### config.mk
export PLATFORM = sky130hd
export DESIGN_NAME = dpi_stream_sequencer
export DESIGN_NICKNAME = d
export VERILOG_FILES = /design/src/rtl/dpi_pkg.sv /design/src/rtl/dpi_flow_table.sv /design/src/rtl/dpi_stream_sequencer.sv
export SDC_FILE = /design/constraint.sdc
export NUM_CORES = 2
export LEC_CHECK = 0
export BUFFER_PORTS_ARGS = -buffer_cell sky130_fd_sc_hd__buf_2
export CELL_PAD_IN_SITES_DETAIL_PLACEMENT = 0
export CELL_PAD_IN_SITES_GLOBAL_PLACEMENT = 2
export CORE_ASPECT_RATIO = 1.75
export CORE_UTILIZATION = 25
export CTS_BUF_LIST = sky130_fd_sc_hd__clkbuf_4 sky130_fd_sc_hd__clkbuf_8
export DETAILED_ROUTE_END_ITERATION = 8
export PLACE_DENSITY_LB_ADDON = 0.1
export SLEW_MARGIN = 20
export SYNTH_ARGS = -nofsm -noshare
export SYNTH_HDL_FRONTEND = slang
export SYNTH_HIERARCHICAL = 1
export SYNTH_SLANG_ARGS = --single-unit
### constraint.sdc
create_clock -name clk -period 8.3 [get_ports clk]
set_input_delay 0.415 -clock clk [delete_from_list [all_inputs] [get_ports clk]]
set_output_delay 0.415 -clock clk [all_outputs]
set_load 0.02 [all_outputs]
### src/rtl/dpi_pkg.sv
// Shared definitions for the DPI stream sequencer: FSM states, table sizing and key width.
package dpi_pkg;

    localparam int unsigned DPI_SID_W       = 6;
    localparam int unsigned DPI_NUM_STREAMS = 1 << DPI_SID_W;

    typedef enum logic [2:0] {
        StIdle,
        StKey,
        StLookup,
        StLoad,
        StWait,
        StStream,
        StDrain,
        StFin
    } dpi_state_e;

    function automatic int unsigned key_w(input int unsigned key_bytes);
        return 8 * key_bytes;
    endfunction

endpackage

### src/rtl/dpi_flow_table.sv
// Fully-associative flow table: combinational key match, FIFO-order allocation, bulk flush.
module dpi_flow_table
    import dpi_pkg::*;
#(
    parameter int unsigned NUM_STREAMS = DPI_NUM_STREAMS,
    parameter int unsigned SID_W       = DPI_SID_W,
    parameter int unsigned KEY_W       = 32
) (
    input  logic             clk,
    input  logic             rst_n,
    input  logic             flush,
    input  logic             alloc,
    input  logic [KEY_W-1:0] key,
    output logic             hit,
    output logic [SID_W-1:0] hit_idx,
    output logic [SID_W-1:0] alloc_ptr
);

    logic [NUM_STREAMS-1:0] valid_q;
    logic [KEY_W-1:0]       key_q [NUM_STREAMS];
    logic [SID_W-1:0]       ptr_q;

    // Descending scan so the lowest matching index wins.
    always_comb begin
        hit     = 1'b0;
        hit_idx = '0;
        for (int i = NUM_STREAMS - 1; i >= 0; i--) begin
            if (valid_q[i] && (key_q[i] == key)) begin
                hit     = 1'b1;
                hit_idx = SID_W'(i);
            end
        end
    end

    always_ff @(posedge clk) begin
        if (!rst_n) begin
            valid_q <= '0;
            ptr_q   <= '0;
        end else if (flush) begin
            valid_q <= '0;
            ptr_q   <= '0;
        end else if (alloc) begin
            valid_q[ptr_q] <= 1'b1;
            ptr_q          <= ptr_q + 1'b1;
        end
    end

    // Key storage needs no reset; an entry is only trusted once its valid bit is set.
    always_ff @(posedge clk) begin
        if (alloc && !flush) begin
            key_q[ptr_q] <= key;
        end
    end

    assign alloc_ptr = ptr_q;

endmodule

### src/rtl/dpi_stream_sequencer.sv
// Packet front end: extracts the flow key, resolves a stream ID and sequences
// load_state / payload chars / eop towards the finger array.
module dpi_stream_sequencer
    import dpi_pkg::*;
#(
    parameter int unsigned NUM_STREAMS = DPI_NUM_STREAMS,
    parameter int unsigned SID_W       = DPI_SID_W,
    parameter int unsigned KEY_BYTES   = 4,
    parameter int unsigned EOP_GAP     = 2
) (
    input  logic             clk,
    input  logic             rst_n,
    input  logic [7:0]       s_data,
    input  logic             s_valid,
    input  logic             s_sop,
    input  logic             s_eop,
    output logic             s_ready,
    input  logic             flush,
    output logic [7:0]       char_in,
    output logic             char_in_vld,
    output logic             load_state,
    output logic [SID_W-1:0] stream_id,
    output logic             new_stream_id,
    output logic             eop,
    output logic             busy
);

    localparam int unsigned KEY_W   = key_w(KEY_BYTES);
    localparam int          KB      = int'(KEY_BYTES);
    localparam int unsigned CNT_MAX = (KEY_BYTES > EOP_GAP) ? KEY_BYTES : EOP_GAP;
    localparam int unsigned CNT_W   = $clog2(CNT_MAX + 1);

    dpi_state_e       state_q, state_d;
    logic [KEY_W-1:0] key_q, key_d;
    logic [CNT_W-1:0] cnt_q, cnt_d;
    logic             key_eop_q, key_eop_d;
    logic [SID_W-1:0] sid_q, sid_d;
    logic             new_q, new_d;
    logic [7:0]       char_q, char_d;
    logic             char_vld_q, char_vld_d;

    logic             tbl_hit;
    logic [SID_W-1:0] tbl_hit_idx;
    logic [SID_W-1:0] tbl_alloc_ptr;
    logic             tbl_flush;
    logic             tbl_alloc;

    assign tbl_flush = (state_q == StIdle) && flush;
    assign tbl_alloc = (state_q == StLookup) && !tbl_hit;

    dpi_flow_table #(
        .NUM_STREAMS (NUM_STREAMS),
        .SID_W       (SID_W),
        .KEY_W       (KEY_W)
    ) u_flow_table (
        .clk       (clk),
        .rst_n     (rst_n),
        .flush     (tbl_flush),
        .alloc     (tbl_alloc),
        .key       (key_q),
        .hit       (tbl_hit),
        .hit_idx   (tbl_hit_idx),
        .alloc_ptr (tbl_alloc_ptr)
    );

    always_comb begin
        state_d    = state_q;
        key_d      = key_q;
        cnt_d      = cnt_q;
        key_eop_d  = key_eop_q;
        sid_d      = sid_q;
        new_d      = new_q;
        char_d     = char_q;
        char_vld_d = 1'b0;
        unique case (state_q)
            StIdle: begin
                if (!flush && s_valid && s_sop) begin
                    key_d                 = '0;
                    key_d[KEY_W-1 -: 8]   = s_data;
                    cnt_d                 = CNT_W'(1);
                    key_eop_d             = s_eop;
                    state_d               = (s_eop || KB == 1) ? StLookup : StKey;
                end
            end
            StKey: begin
                if (s_valid) begin
                    for (int i = 1; i < KB; i++) begin
                        if (int'(cnt_q) == i) key_d[8*(KB-i)-1 -: 8] = s_data;
                    end
                    cnt_d     = cnt_q + 1'b1;
                    key_eop_d = s_eop;
                    if (s_eop || int'(cnt_q) == KB - 1) state_d = StLookup;
                end
            end
            StLookup: begin
                sid_d   = tbl_hit ? tbl_hit_idx : tbl_alloc_ptr;
                new_d   = !tbl_hit;
                state_d = StLoad;
            end
            StLoad: state_d = StWait;
            StWait: begin
                if (key_eop_q) begin
                    state_d = StDrain;
                    cnt_d   = CNT_W'(EOP_GAP - 1);
                end else begin
                    state_d = StStream;
                end
            end
            StStream: begin
                if (s_valid) begin
                    char_d     = s_data;
                    char_vld_d = 1'b1;
                    // One extra drain cycle covers the registered last char still in flight.
                    if (s_eop) begin
                        state_d = StDrain;
                        cnt_d   = CNT_W'(EOP_GAP);
                    end
                end
            end
            StDrain: begin
                if (cnt_q == '0) state_d = StFin;
                else             cnt_d   = cnt_q - 1'b1;
            end
            StFin:   state_d = StIdle;
            default: state_d = StIdle;
        endcase
    end

    always_ff @(posedge clk) begin
        if (!rst_n) begin
            state_q    <= StIdle;
            key_q      <= '0;
            cnt_q      <= '0;
            key_eop_q  <= 1'b0;
            sid_q      <= '0;
            new_q      <= 1'b0;
            char_q     <= '0;
            char_vld_q <= 1'b0;
        end else begin
            state_q    <= state_d;
            key_q      <= key_d;
            cnt_q      <= cnt_d;
            key_eop_q  <= key_eop_d;
            sid_q      <= sid_d;
            new_q      <= new_d;
            char_q     <= char_d;
            char_vld_q <= char_vld_d;
        end
    end

    assign s_ready       = (state_q == StIdle) || (state_q == StKey) || (state_q == StStream);
    assign busy          = (state_q != StIdle);
    assign load_state    = (state_q == StLoad);
    assign eop           = (state_q == StFin);
    assign char_in       = char_q;
    assign char_in_vld   = char_vld_q;
    assign stream_id     = sid_q;
    assign new_stream_id = new_q;

endmodule

== Word-level counts from Yosys, hierarchy flattened ==
Memory sizes are Yosys's and may differ from the RTL's.
Cells that the tools add are included.

* $add $sub $neg: 3
* Magnitude comparators: 2
* Eq/ne operators: 85
* Multiplexer cells: 159
* Bitwise logic cells: 2
* Reduce and logical (&&, ||, !) cells: 91

{| class="wikitable"
|+ Operator list
! kind !! count
|-
| $eq 32x32->1 || 64
|-
| $mux 6 || 65
|-
| $logic_and 1x1->1 || 70
|-
| $mux 1 || 70
|-
| $or 64x64->64 || 1
|-
| $mux 24 || 2
|-
| $pmux 24 s2 || 1
|-
| $mux 3 || 12
|-
| $mux 8 || 3
|-
| $pmux 3 s8 || 1
|-
| $ne 2x2->1 const B || 10
|-
| $eq 3x3->1 const B || 6
|-
| $pmux 3 s5 || 1
|-
| $reduce_and 4->1 || 3
|-
| $eq 3x2->1 const B || 3
|-
| $lt 6x7->1 const B || 1
|-
| $reduce_and 7->1 || 1
|-
| $add 6x1->6 const B || 1
|-
| $demux 1 s6 || 1
|-
| $ge 6x1->1 const B || 1
|-
| $logic_not 3->1 || 2
|-
| $reduce_and 2->1 || 3
|-
| $reduce_and 6->1 || 1
|-
| $reduce_bool 5->1 || 1
|-
| 13 further kinds || 18
|}

* Bits in registers: 125
* RAM bits: 2048
* Input bits: 14
* Word-level logic and storage cells: 356
* Memories kept: 1

{| class="wikitable"
|+ Memories
! name !! depth !! width !! rd ports !! clocked after memory_dff !! wr ports !! RTL line !! text
|-
| u_flow_table.key_q || 64 || 32 || 64 || 0 || 1 || dpi_flow_table.sv:20 || <nowiki>logic [KEY_W-1:0] key_q [NUM_STREAMS];</nowiki>
|}

== Depth between registers and ports, before layout ==
An unclocked memory read counts as a cell.

* Word-level depth: 72
* Gate-level depth with buffers: 21

== By module ==
The synthesis kept the hierarchy.

{| class="wikitable"
|+ Modules (own cells, without submodules)
! module !! instances !! cells an instance !! area an instance (µm²) !! sequential area each (µm²)
|-
| dpi_flow_table || 1 || 5535 || 89133.0 || 62900.3
|-
| dpi_stream_sequencer || 1 || 261 || 2549.9 || 1101.1
|}

== Worst setup path after synthesis ==
No wires, ideal clock.

* Path kind: register -> register
* From: reg key_q[14]
* To: mem u_flow_table.key_q[56][0], enable pin
* Arrival time: 6.336 ns
* Data required time: 7.879 ns
* Path slack: 1.543 ns
* Stages on the path, launching flop included: 20
* Period minus slack after synthesis: 6.757 ns
* Path through: dfxtp_1 buf_4 buf_2 buf_2 buf_2 xor2_1 nor4_1 nand3_1 o41ai_1 or2_2 nor4_1 nand4_1 buf_1 nor2b_1 nand2b_1 clkbuf_1 nor3_1 nand2b_1 clkbuf_1 nor2_1

* Cells in the longest elaborated chain, start to end: 71
* Elaborated cells between the ends (all ways): 197
* Classes of those cells: 64 x eq/ne; 66 x mux; 67 x reduce/logical

{| class="wikitable"
|+ Ends and longest elaborated chain
! item !! RTL line !! text
|-
| start: declaration || dpi_stream_sequencer.sv:34 || <nowiki>logic [KEY_W-1:0] key_q, key_d;</nowiki>
|-
| start signal: assignment || dpi_stream_sequencer.sv:141 || <nowiki>key_q <= key_d;</nowiki>
|-
| $eq 32x32->1 || dpi_flow_table.sv:28 || <nowiki>if (valid_q[i] && (key_q[i] == key)) begin</nowiki>
|-
| $logic_and 1x1->1 || dpi_flow_table.sv:28 ||
|-
| $mux 1 (63 in a row) || dpi_flow_table.sv:28 ||
|-
| $mux 1 (*) || dpi_flow_table.sv:28 ||
|-
| named net tbl_hit || dpi_stream_sequencer.sv:42 || <nowiki>logic tbl_hit;</nowiki>
|-
| $logic_not 1->1 (*) || dpi_stream_sequencer.sv:49 || <nowiki>assign tbl_alloc = (state_q == StLookup) && !tbl_hit;</nowiki>
|-
| $logic_and 1x1->1 (*) || dpi_stream_sequencer.sv:49 ||
|-
| named net tbl_alloc || dpi_stream_sequencer.sv:46 || <nowiki>logic tbl_alloc;</nowiki>
|-
| $logic_and 1x1->1 (*) || dpi_flow_table.sv:50 || <nowiki>if (alloc && !flush) begin</nowiki>
|-
| $mux 1 (*) || dpi_flow_table.sv:50 ||
|-
| $mux 1 (not written as such) (*) || dpi_flow_table.sv:51 || <nowiki>key_q[ptr_q] <= key;</nowiki>
|-
| end: declaration || dpi_flow_table.sv:20 ||
|}

The timed path passes the listed nets; every way through them passes the cells marked *.

== Worst setup path after layout ==
* From: reg key_q[17]
* To: mem u_flow_table.key_q[58][23], enable pin

Same word-level chain as after synthesis.

==> metrics.md <==
| Metric | Value |
|---|---|
| Routed WL per cell | `~28 µm` |
| Sequential area share after synthesis | `between 60 and 70%` |
| Yosys Warn Count | `6` |
| CTS Hold Bufs | `20` |
| Core area | `approximately 360000 µm²` |
| Clock H-tree levels | `5` |
| Vias per cell | `around 4.3` |
| Peak supply drop | `between 90 and 100 µV` |
| Setup TNS | `0 ns` |
| FF+latch count, synth | `roughly 2200` |
| Slew @ Worst Pin | `approximately 1.1 ns` |
| Crit-path most repeated cell | `nand4_1` |
| Mapped Area | `91700 µm²` |
| Clock skew | `about 0.064 ns` |
| # setup viols final | `0` |
| Routed WL | `318 mm` |
| F_max | `approximately 0.14 GHz` |
| Hold Violations, Final | `0` |
| Worst-path clk slew | `roughly 0.060 ns` |
| Slowest CP cell | `dfxtp_4` |
| Residual DRC | `0` |
| Max clock buf depth | `4` |
| Clock group share of total power | `44.0%` |
| Largest fanout on the critical path | `32` |
| Crit path cell chain | `xnor2_1, and4_1, nand4_1, nand4_1, nor3_1, nor3b_1, nand4_1, nor2b_1, nand2b_1, or3_1, buf_4, nor2_4` |
| Crit Path Category | `reg -> reg` |
| Leading area contributor after synthesis | `edfxtp_1` |
| Count of final max-slew check failures | `0` |
| P&R area growth vs syn | `16.8%` |
| Postcts setup bufs | `0` |
| DR vias | `49045` |
| Synth cell types | `77` |
| IO Port Bufs | `33` |
| Starting Density | `roughly 25%` |
| ANT nets after route | `0` |
| Gate power share | `under 10%` |
| Initial DRC count | `2470` |
| Top cell type's share of synthesized area | `between 60% and 70%` |
| Die Width | `~460 µm` |
| Post-layout nets | `between 6000 and 7000` |
| CTS buffer count | `~360` |
| Ys flop type | `edfxtp_1` |
| Crit start category | `flip-flop` |
| Sw Ratio | `a little under a quarter` |
| Vias in the first global route | `slightly above 50000` |
| Static Leak | `between 30 and 40 nW` |
| Total global routing overflow | `0` |
| DP HPWL | `202 mm` |
| Cell Int Power | `between 15 and 20 mW` |
| Synth top area cells | `edfxtp_1 (67%), xnor2_1 (15%), xor2_1 (5.0%), dfxtp_1 (2.7%), nand4_1 (2.7%)` |
| Drt pass-1 iters | `5` |
| Total global-route track usage | `17.1%` |
| Number of flops mapped to enable cells by yosys | `between 2000 and 2500` |
| Gpl congestion | `approximately 0.74` |
| Syn nets | `roughly 5800` |
| Initial antenna violation count | `12` |
| Setup crit end kind | `flip-flop` |
| Avg Synthesized Cell Area | `15.8 µm²` |
| Async SR Flop Fraction | `0%` |
| CTS resizes | `0` |
| Part of the power in registers | `between 50% and 60%` |
| MaxCap Viol Count | `0` |
| CP arrival | `~7.8 ns` |
| Cells after Synth | `5796` |
| RSZ-0062 raised after global routing | `no` |
| Run status | `complete, no violations` |
| Fin crit period | `between 7 and 8 ns` |
| CTS tree | `built` |
| Final worst-path cycle share | `a little under nine tenths` |
| Global-route wire length before repair | `439 mm` |
| CP max stage delay | `0.87 ns` |
| Layout cells sized above 1 | `15.9%` |
| Die H | `803 µm` |
| HP Class | `in -> reg` |
| Largest net degree at the start of global routing | `50` |
| Worst slew margin | `roughly a quarter` |
| Die area | `around 370000 µm²` |
| Non-Filler Instances | `11409` |
| IO Count | `34` |
| WP data required | `a little under 9 ns` |
| Clk_lat worst skew | `around 1.1 ns` |
| Row count | `slightly below 300` |
| Cells after DPL | `between 10000 and 15000` |
| NetSw | `approximately 5 mW` |
| Sink Count | `approximately 2200` |
| Filler cells | `~37000` |
| Pwr dens | `just over 200 nW/µm²` |
| Root buffer cell | `clkbuf_8` |
==> through the flow <==
step | hold slack, ns | instance area, µm² | power [mW] | setup WS, ns | utilization [%]
CTS | 0.0356 | 107000 | 22.6 | 1.04 | 29.3
floorplan | 0.429 | 91700 | 12.4 | 1.54 | -
global placement | 0.442 | 99300 | 12.7 | 1.13 | 27.3
global route | 0.163 | 107000 | 23.0 | 0.919 | 29.4
detailed placement | 0.451 | 99600 | 12.7 | 1.04 | 27.3
finish | 0.144 | 107000 | 22.1 | 1.20 | 29.4
==> final cells by class <==
type | count | area, µm² | area share (%)
sequential | 2173 | 64100 | 59.9
multi-input combinational | 3332 | 26000 | 24.3
clock buffer | 530 | 6450 | 6.03
tap | 4867 | 6090 | 5.69
timing repair buffer | 359 | 3600 | 3.36
clock inverter | 116 | 639 | 0.597
inverter | 21 | 78.8 | 0.0736
antenna | 11 | 27.5 | 0.0257
==> layer usage <==
layer	vias to the layer above	wire (µm)	track usage (%)	part of all wire (%)
met5	-	0	0	0
met4	0	6570	3.93	2.1
met3	384	8610	2.05	2.7
met2	733	172000	32.1	54
met1	25807	131000	20.5	41
li1	22121	-	-	-
==> power by group through the flow <==
stage / Combinational, mW / Clock [mW] / Sequential (mW)
6_report: 0.496 / 9.74 / 11.9
5_1_grt: 0.540 / 10.6 / 11.9
4_1_cts: 0.521 / 10.2 / 11.9
3_5_place_dp: 0.514 / 0 / 12.1
3_3_place_gp: 0.514 / 0 / 12.1
2_1_floorplan: 0.286 / 0 / 12.1
==> worst max-delay path, delay by kind of cell (launching register included) <==
family / cells / cell delay, ns
XOR/XNOR: 1 / 0.21
AND/OR/NAND/NOR: 10 / 5.16
buffers and inverters: 1 / 0.31
flip-flops: 1 / 0.87
==> Yosys cell counts (all sizes together) (2+ instances only) <==
cell type,number
nand4,392
o21a,2
or2,4
o41ai,2
a21boi,11
nor2b,38
and2,20
a21oi,86
nand3,85
inv,21
or3,7
or3b,2
o311ai,3
a211oi,2
xor2,520
dfxtp,125
clkbuf,37
and3,12
buf,233
nand2,69
xnor2,1528
or4,50
o211a,9
nor4,181
and3b,2
o2111ai,5
mux2i,42
o21ai,18
nor3b,5
a31oi,2
edfxtp,2048
ha,2
nor2,158
nand3b,3
a21o,2
nor3,31
nand2b,14
a2111oi,2
o211ai,3
==> cell families after synthesis <==
family,share of synthesized area (%)
mux,0.459
fa+ha+maj,0.0273
flops,69.8
buf+inv,2.24
compound gates,1.19
simple gates,6.71
xor+xnor,19.6
==> path summary, 6_finish.rpt <==
| check | startpoint | to | slack, ns | cells past startpoint |
|---|---|---|---|---|
| worst max-delay path | key_q[17] | u_flow_table/key_q[58][23] | 1.20 | 12 |
| worst min-delay path | flush | state_q[1] | 0.14 | 5 |
| worst max register to register | key_q[17] | u_flow_table/key_q[58][23] | 1.20 | 12 |
| worst min register to register | char_in[4] | char_in[4] | 0.46 | 2 |
==> layout by cell type (no fill, tap or decap), drive strengths merged, types with 20 or more instances in the layout <==
cell,n
buf,339
nand2,69
xor2,520
a21oi,86
nand4,392
nor3,31
mux2i,42
edfxtp,2048
clkinv,99
nor4,181
and2,20
nor2b,38
clkbuf,530
inv,26
nand3,85
or4,50
xnor2,1528
dfxtp,125
dlygate4sd3,20
nor2,158
==> sequential cells by signal, summed over array words and instances, names as in the netlist <==
register	cells
stream_id	6
key_q	32
key_eop_q	1
new_stream_id	1
cnt_q	3
char_in_vld	1
u_flow_table/key_q	2048
u_flow_table/alloc_ptr	6
char_in	8
u_flow_table/valid_q	64
state_q	3
Note: power is estimated with default switching activity, not from simulation.
